==> src/rtl/arb_pkg.sv <==
// Shared definitions for the two-port memory arbiter.
//   arb_state_t : arbiter FSM state encoding (2 bits)
//   PORT_CPU    : port 0, the CPU memory interface
//   PORT_AUX    : port 1, the secondary master (bootloader / DMA)
//   LOCK_CNT_W  : width of the consecutive-locked-transaction counter
package arb_pkg;

  typedef enum logic [1:0] {
    S_IDLE  = 2'd0,
    S_ISSUE = 2'd1,
    S_WAIT  = 2'd2,
    S_ACK   = 2'd3
  } arb_state_t;

  localparam logic PORT_CPU = 1'b0;
  localparam logic PORT_AUX = 1'b1;

  localparam int LOCK_CNT_W = 4;

endpackage

==> src/rtl/rr_select.sv <==
// Combinational round-robin picker for two requesters.
// Ports:
//   req0, req1  : pending requests
//   last_grant  : index of the port granted most recently
//   grant_vld   : at least one request is pending
//   grant_idx   : index of the port to grant (meaningful when grant_vld)
module rr_select (
  input  logic req0,
  input  logic req1,
  input  logic last_grant,
  output logic grant_vld,
  output logic grant_idx
);

  assign grant_vld = req0 | req1;

  // A lone requester always wins; on a tie the port that was not served
  // last takes its turn.
  assign grant_idx = (req0 & req1) ? ~last_grant : req1;

endmodule

==> src/rtl/mem_arbiter.sv <==
// Two-port arbiter in front of a single synchronous memory with one cycle
// of read latency. Transactions are serialised, priority alternates
// round-robin, and an optional lock keeps the owner on the memory for a
// bounded number of back-to-back transactions.
// Ports:
//   clk, reset                : clock, asynchronous active-low reset
//   req*/we*/addr*/wdata*     : per-port request, held until ack
//   lock*                     : keep ownership after the current transaction
//   ack0, ack1                : one-cycle completion pulse
//   rdata                     : last read data, valid in the ack cycle
//   mem_addr/mem_wdata/mem_we : memory command, registered
//   mem_rdata                 : memory read data, one cycle after address
//   owner, busy               : current/last owner, not idle
module mem_arbiter
  import arb_pkg::*;
#(
  parameter int ADDR_W   = 8,
  parameter int DATA_W   = 8,
  parameter int MAX_LOCK = 4
) (
  input  logic              clk,
  input  logic              reset,
  input  logic              req0,
  input  logic              req1,
  input  logic              we0,
  input  logic              we1,
  input  logic [ADDR_W-1:0] addr0,
  input  logic [ADDR_W-1:0] addr1,
  input  logic [DATA_W-1:0] wdata0,
  input  logic [DATA_W-1:0] wdata1,
  input  logic              lock0,
  input  logic              lock1,
  output logic              ack0,
  output logic              ack1,
  output logic [DATA_W-1:0] rdata,
  output logic [ADDR_W-1:0] mem_addr,
  output logic [DATA_W-1:0] mem_wdata,
  output logic              mem_we,
  input  logic [DATA_W-1:0] mem_rdata,
  output logic              owner,
  output logic              busy
);

  localparam logic [LOCK_CNT_W:0] LOCK_LIMIT = (LOCK_CNT_W+1)'(MAX_LOCK);
  localparam logic [LOCK_CNT_W:0] LOCK_ONE   = (LOCK_CNT_W+1)'(1);

  arb_state_t            state_q, state_d;
  logic                  owner_q, owner_d;
  logic                  last_grant_q, last_grant_d;
  logic [LOCK_CNT_W-1:0] lock_cnt_q, lock_cnt_d, lock_cnt_inc;
  logic [ADDR_W-1:0]     mem_addr_q, mem_addr_d;
  logic [DATA_W-1:0]     mem_wdata_q, mem_wdata_d;
  logic                  mem_we_q, mem_we_d;
  logic [DATA_W-1:0]     rdata_q;

  logic                  grant_vld, grant_idx;
  logic                  sel_idx, sel_req, sel_we, sel_lock;
  logic [ADDR_W-1:0]     sel_addr;
  logic [DATA_W-1:0]     sel_wdata;
  logic                  lock_ok, do_load;

  rr_select u_rr (
    .req0       (req0),
    .req1       (req1),
    .last_grant (last_grant_q),
    .grant_vld  (grant_vld),
    .grant_idx  (grant_idx)
  );

  // In S_IDLE the port about to be granted supplies the command; otherwise
  // the current owner does (locked continuation out of S_ACK).
  assign sel_idx   = (state_q == S_IDLE) ? grant_idx : owner_q;
  assign sel_req   = sel_idx ? req1   : req0;
  assign sel_we    = sel_idx ? we1    : we0;
  assign sel_lock  = sel_idx ? lock1  : lock0;
  assign sel_addr  = sel_idx ? addr1  : addr0;
  assign sel_wdata = sel_idx ? wdata1 : wdata0;

  assign lock_cnt_inc = (&lock_cnt_q) ? lock_cnt_q : lock_cnt_q + LOCK_CNT_W'(1);
  assign lock_ok      = ({1'b0, lock_cnt_q} + LOCK_ONE) < LOCK_LIMIT;

  // The memory command is captured on the edge that enters S_ISSUE, so the
  // memory pins come straight from flops and a dropped req cannot disturb
  // a transaction already in flight.
  always_comb begin
    state_d      = state_q;
    owner_d      = owner_q;
    last_grant_d = last_grant_q;
    lock_cnt_d   = lock_cnt_q;
    mem_addr_d   = '0;
    mem_wdata_d  = '0;
    mem_we_d     = 1'b0;
    do_load      = 1'b0;
    unique case (state_q)
      S_IDLE: begin
        if (grant_vld) begin
          state_d      = S_ISSUE;
          owner_d      = grant_idx;
          last_grant_d = grant_idx;
          do_load      = 1'b1;
        end
      end
      S_ISSUE: begin
        if (mem_we_q) begin
          state_d = S_ACK;
        end else begin
          state_d    = S_WAIT;
          mem_addr_d = mem_addr_q;
        end
      end
      S_WAIT: begin
        state_d = S_ACK;
      end
      S_ACK: begin
        if (sel_lock && sel_req && lock_ok) begin
          state_d    = S_ISSUE;
          lock_cnt_d = lock_cnt_inc;
          do_load    = 1'b1;
        end else begin
          state_d    = S_IDLE;
          lock_cnt_d = '0;
        end
      end
      default: state_d = S_IDLE;
    endcase
    if (do_load) begin
      mem_addr_d  = sel_addr;
      mem_we_d    = sel_we;
      mem_wdata_d = sel_we ? sel_wdata : '0;
    end
  end

  always_ff @(posedge clk or negedge reset) begin
    if (!reset) begin
      state_q      <= S_IDLE;
      owner_q      <= PORT_CPU;
      last_grant_q <= PORT_AUX;
      lock_cnt_q   <= '0;
      mem_addr_q   <= '0;
      mem_wdata_q  <= '0;
      mem_we_q     <= 1'b0;
      rdata_q      <= '0;
    end else begin
      state_q      <= state_d;
      owner_q      <= owner_d;
      last_grant_q <= last_grant_d;
      lock_cnt_q   <= lock_cnt_d;
      mem_addr_q   <= mem_addr_d;
      mem_wdata_q  <= mem_wdata_d;
      mem_we_q     <= mem_we_d;
      // Memory data is valid during S_WAIT; writes never touch rdata.
      if (state_q == S_WAIT) begin
        rdata_q <= mem_rdata;
      end
    end
  end

  assign ack0      = (state_q == S_ACK) && (owner_q == PORT_CPU);
  assign ack1      = (state_q == S_ACK) && (owner_q == PORT_AUX);
  assign rdata     = rdata_q;
  assign mem_addr  = mem_addr_q;
  assign mem_wdata = mem_wdata_q;
  assign mem_we    = mem_we_q;
  assign owner     = owner_q;
  assign busy      = (state_q != S_IDLE);

endmodule

==> config.mk <==
export PLATFORM = sky130hd
export DESIGN_NAME = mem_arbiter
export DESIGN_NICKNAME = d
export VERILOG_FILES = /design/src/rtl/arb_pkg.sv /design/src/rtl/rr_select.sv /design/src/rtl/mem_arbiter.sv
export SDC_FILE = /design/constraint.sdc
export NUM_CORES = 1
export LEC_CHECK = 0
export BUFFER_PORTS_ARGS = -buffer_cell sky130_fd_sc_hd__buf_2
export CAP_MARGIN = 0
export CORE_UTILIZATION = 49
export DETAILED_ROUTE_END_ITERATION = 16
export GPL_ROUTABILITY_DRIVEN = 0
export GPL_TIMING_DRIVEN = 0
export PLACE_DENSITY = 0.86
export SLEW_MARGIN = 15
export SYNTH_ARGS = -nofsm -noshare
export SYNTH_HDL_FRONTEND = slang
export SYNTH_HIERARCHICAL = 1
export SYNTH_SLANG_ARGS = --single-unit
==> constraint.sdc <==
create_clock -name clk -period 5.2 [get_ports clk]
set_input_delay 0.52 -clock clk [delete_from_list [all_inputs] [get_ports clk]]
set_output_delay 0.52 -clock clk [all_outputs]
set_load 0.1 [all_outputs]
==> summary.md <==
| Metric | Value |
|---|---|
| Area occupied by multi-input gates | 724 um2 |
| Syn_area_per_cell | 11.3 um2 |
| Vias in the first global route | 1227 |
| Core Util, Final | 68.9% |
| Clock skew | 0.00801 ns |
| Antenna violations before repair | 0 |
| WL/cell | 12.1 um |
| Period utilization | 42.1% |
| Die Height | 59.3 um |
| # IOs | 77 |
| Initial Util | 52.3% |
| Cell row count | 20 |
| Post-CTS Repair Setup Buffers | 0 |
| Worst-margin pin slew | 0.705 ns |
| Drt drc | 0 |
| Final setup violating endpoints | 0 |
| CTS Sinks | 33 |
| Top cells by count, synth | 32 x dfrtp_1, 17 x nand3_1, 16 x mux2i_1, 16 x nand2_1 |
| TritonCTS clock tree | built |
| Setup_tns | 0 ns |
| Core area | 0.00308 mm2 |
| Cell Area, Synth | 0.00161 mm2 |
| Post-layout minimum cycle time | 2.19 ns |
| Slew headroom | 53.0% |
| Hold buffer count at cts | 0 |
| Global-route usage over all layers | 20.2% |
| Async set-reset flop share out of synthesis | 100% |
| Share of post-route cells with drive strength above 1 | 44.2% |
| Number of synthesized register bits | 33 |
| Most common cell in the netlist | dfrtp_1 |
| Routed Antenna Nets | 0 |
| Layout Area Growth over Synthesis | 31.7% |
| Worst Setup Path Type | reg -> reg |
| # fillers | 263 |
| Ys flop type | dfrtp_1 |
| Clock root buffer | clkbuf_4 |
| Yosys top cell area share | 49.8% |
| Final Hold Vio Count | 0 |
| Synth Warn # | 6 |
| Largest net degree at the start of global routing | 34 |
| Max H-tree Level | 2 |
| Vias per cell | 5.10 |
| Die area | 0.00352 mm2 |
| Min-delay worst type | in -> async |
| Vias | 1368 |
| CP max FO | 10 |
| CTS Buf Count | 5 |
| Post-synth top area cell | dfrtp_1 |
| Startpoint class of the critical path | flip-flop |
| Final wirelength | 3240 um |
| Port-buffer cells | 74 |
| Status | finished clean |
| Clock Pin Slew Worst Setup and Hold Paths | 0.10 ns |
| Die width | 59.3 um |
| DRT Pass-1 Iters | 4 |
| Netlist cell types | 30 |
| N_diodes | 0 |
| Syn Nets | 196 |
| Ranking of synthesized cells by area | dfrtp_1 50%, mux2i_1 10%, mux2_2 6.3%, nand3_1 5.3%, ha_1 4.7% |
| Critical Path RT | 5.47 ns |
| Max frequency | 457 MHz |
| First-pass GRT wire length | 5110 um |
| Mapped Cells | 142 |
| EDFF count, synth | 0 |
| Slew Limit Fails | 0 |
| Fin nets | 277 |
| Clock latency at the later pin of the worst-skew pair | 0.34 ns |
| RSZ-0062 raised after global routing | no |
| Max Root-Sink Buffers | 2 |
| DP HPWL | 2510 um |
| Gr ovfl total | 0 |
| Worst Path Arrival | 2.46 ns |
| Sequential element share of the synthesized area | 51.4% |
| Max-cap viol count | 0 |
| DRT iter0 DRCs | 37 |
| Reg area | 827 um2 |
| Type of destination of the critical path | flip-flop |
| Post_cts resized | 0 |
## stage by stage
stage | cells | hold WS [ns] | instance area [um2] | setup WS [ns]
global route | 268 | 0.251 | 2120 | 2.86
global placement | 260 | 0.482 | 2030 | 3.02
finish | 268 | 0.227 | 2120 | 3.01
detailed placement | 260 | 0.490 | 2030 | 3.00
CTS | 268 | 0.230 | 2120 | 2.99
floorplan | 142 | 0.224 | 1610 | 2.48
## critical path: stages (launching register included)
cell     delay (ns)
dfrtp_1        0.41
inv_1          0.13
ha_1           0.18
buf_6          0.12
mux2_4         0.36
mux2i_2        0.19
a31oi_4        0.35
buf_6          0.20
mux2i_1        0.17
## state kept, by name, summed over array words and instances, names as in the netlist
signal	cells
last_grant_q	1
lock_cnt_q	4
mem_addr	8
mem_wdata	8
mem_we	1
owner	1
rdata	8
state_q	2
## final cells by class
class / instances / area share [%]
inverter: 4 / 0.708
multi-input combinational: 98 / 34.2
clock inverter: 1 / 1.42
buffer: 7 / 2.01
sequential: 33 / 39.0
tap: 44 / 2.60
clock buffer: 7 / 2.60
timing repair buffer: 74 / 17.5
## cell families after synthesis
logic type | count (synthesis) | synth area share, %
muxes | 28 | 18.9
DFF | 33 | 51.4
and+or+nand+nor | 47 | 14.2
AOI/OAI and AO/OA | 17 | 7.23
buffers and inverters | 11 | 3.58
adders and majority gates | 6 | 4.67
## worst paths after layout
path / start / endpoint / slack [ns] / cells after the start
max: state_q[1] / mem_addr[7] / 3.01 / 8
min: reset / owner / 0.23 / 1
max reg2reg: state_q[1] / mem_addr[7] / 3.01 / 8
min reg2reg: rdata[4] / rdata[4] / 0.51 / 1
max in group asynchronous: reset / mem_wdata[2] / 4.52 / 1
min in group clk: mem_rdata[3] / rdata[3] / 0.42 / 2
## metal layers
| metal | track usage (%) | vias up | wire, um |
|---|---|---|---|
| li1 | - | 658 | - |
| met1 | 21.7 | 637 | 1320 |
| met4 | 8.16 | 0 | 49 |
| met2 | 34.5 | 67 | 1540 |
| met3 | 8.95 | 6 | 332 |
| met5 | 0 | - | 0 |
## placed cells by master (no fill, tap or decap)
cell type / instances
nor3_1: 1
a21oi_1: 9
nor2b_1: 3
a31oi_4: 1
o22a_1: 1
inv_1: 4
and2_1: 2
a22o_1: 1
buf_6: 2
o21ai_0: 2
and4b_1: 1
a21o_1: 2
buf_2: 75
nand2_1: 16
or2_2: 1
dfrtp_1: 32
ha_1: 6
mux2i_2: 2
mux2_4: 1
buf_1: 3
dfstp_2: 1
clkbuf_4: 5
clkbuf_8: 1
mux2_2: 9
and3_1: 1
nor2_1: 3
mux2i_1: 16
nand3_1: 17
clkbuf_1: 2
or2b_1: 1
or2_1: 1
a21boi_1: 1
bufinv_16: 1
Power is not shown: default switching activity piles up to over one toggle a cycle in this logic, so the estimate is an artifact.
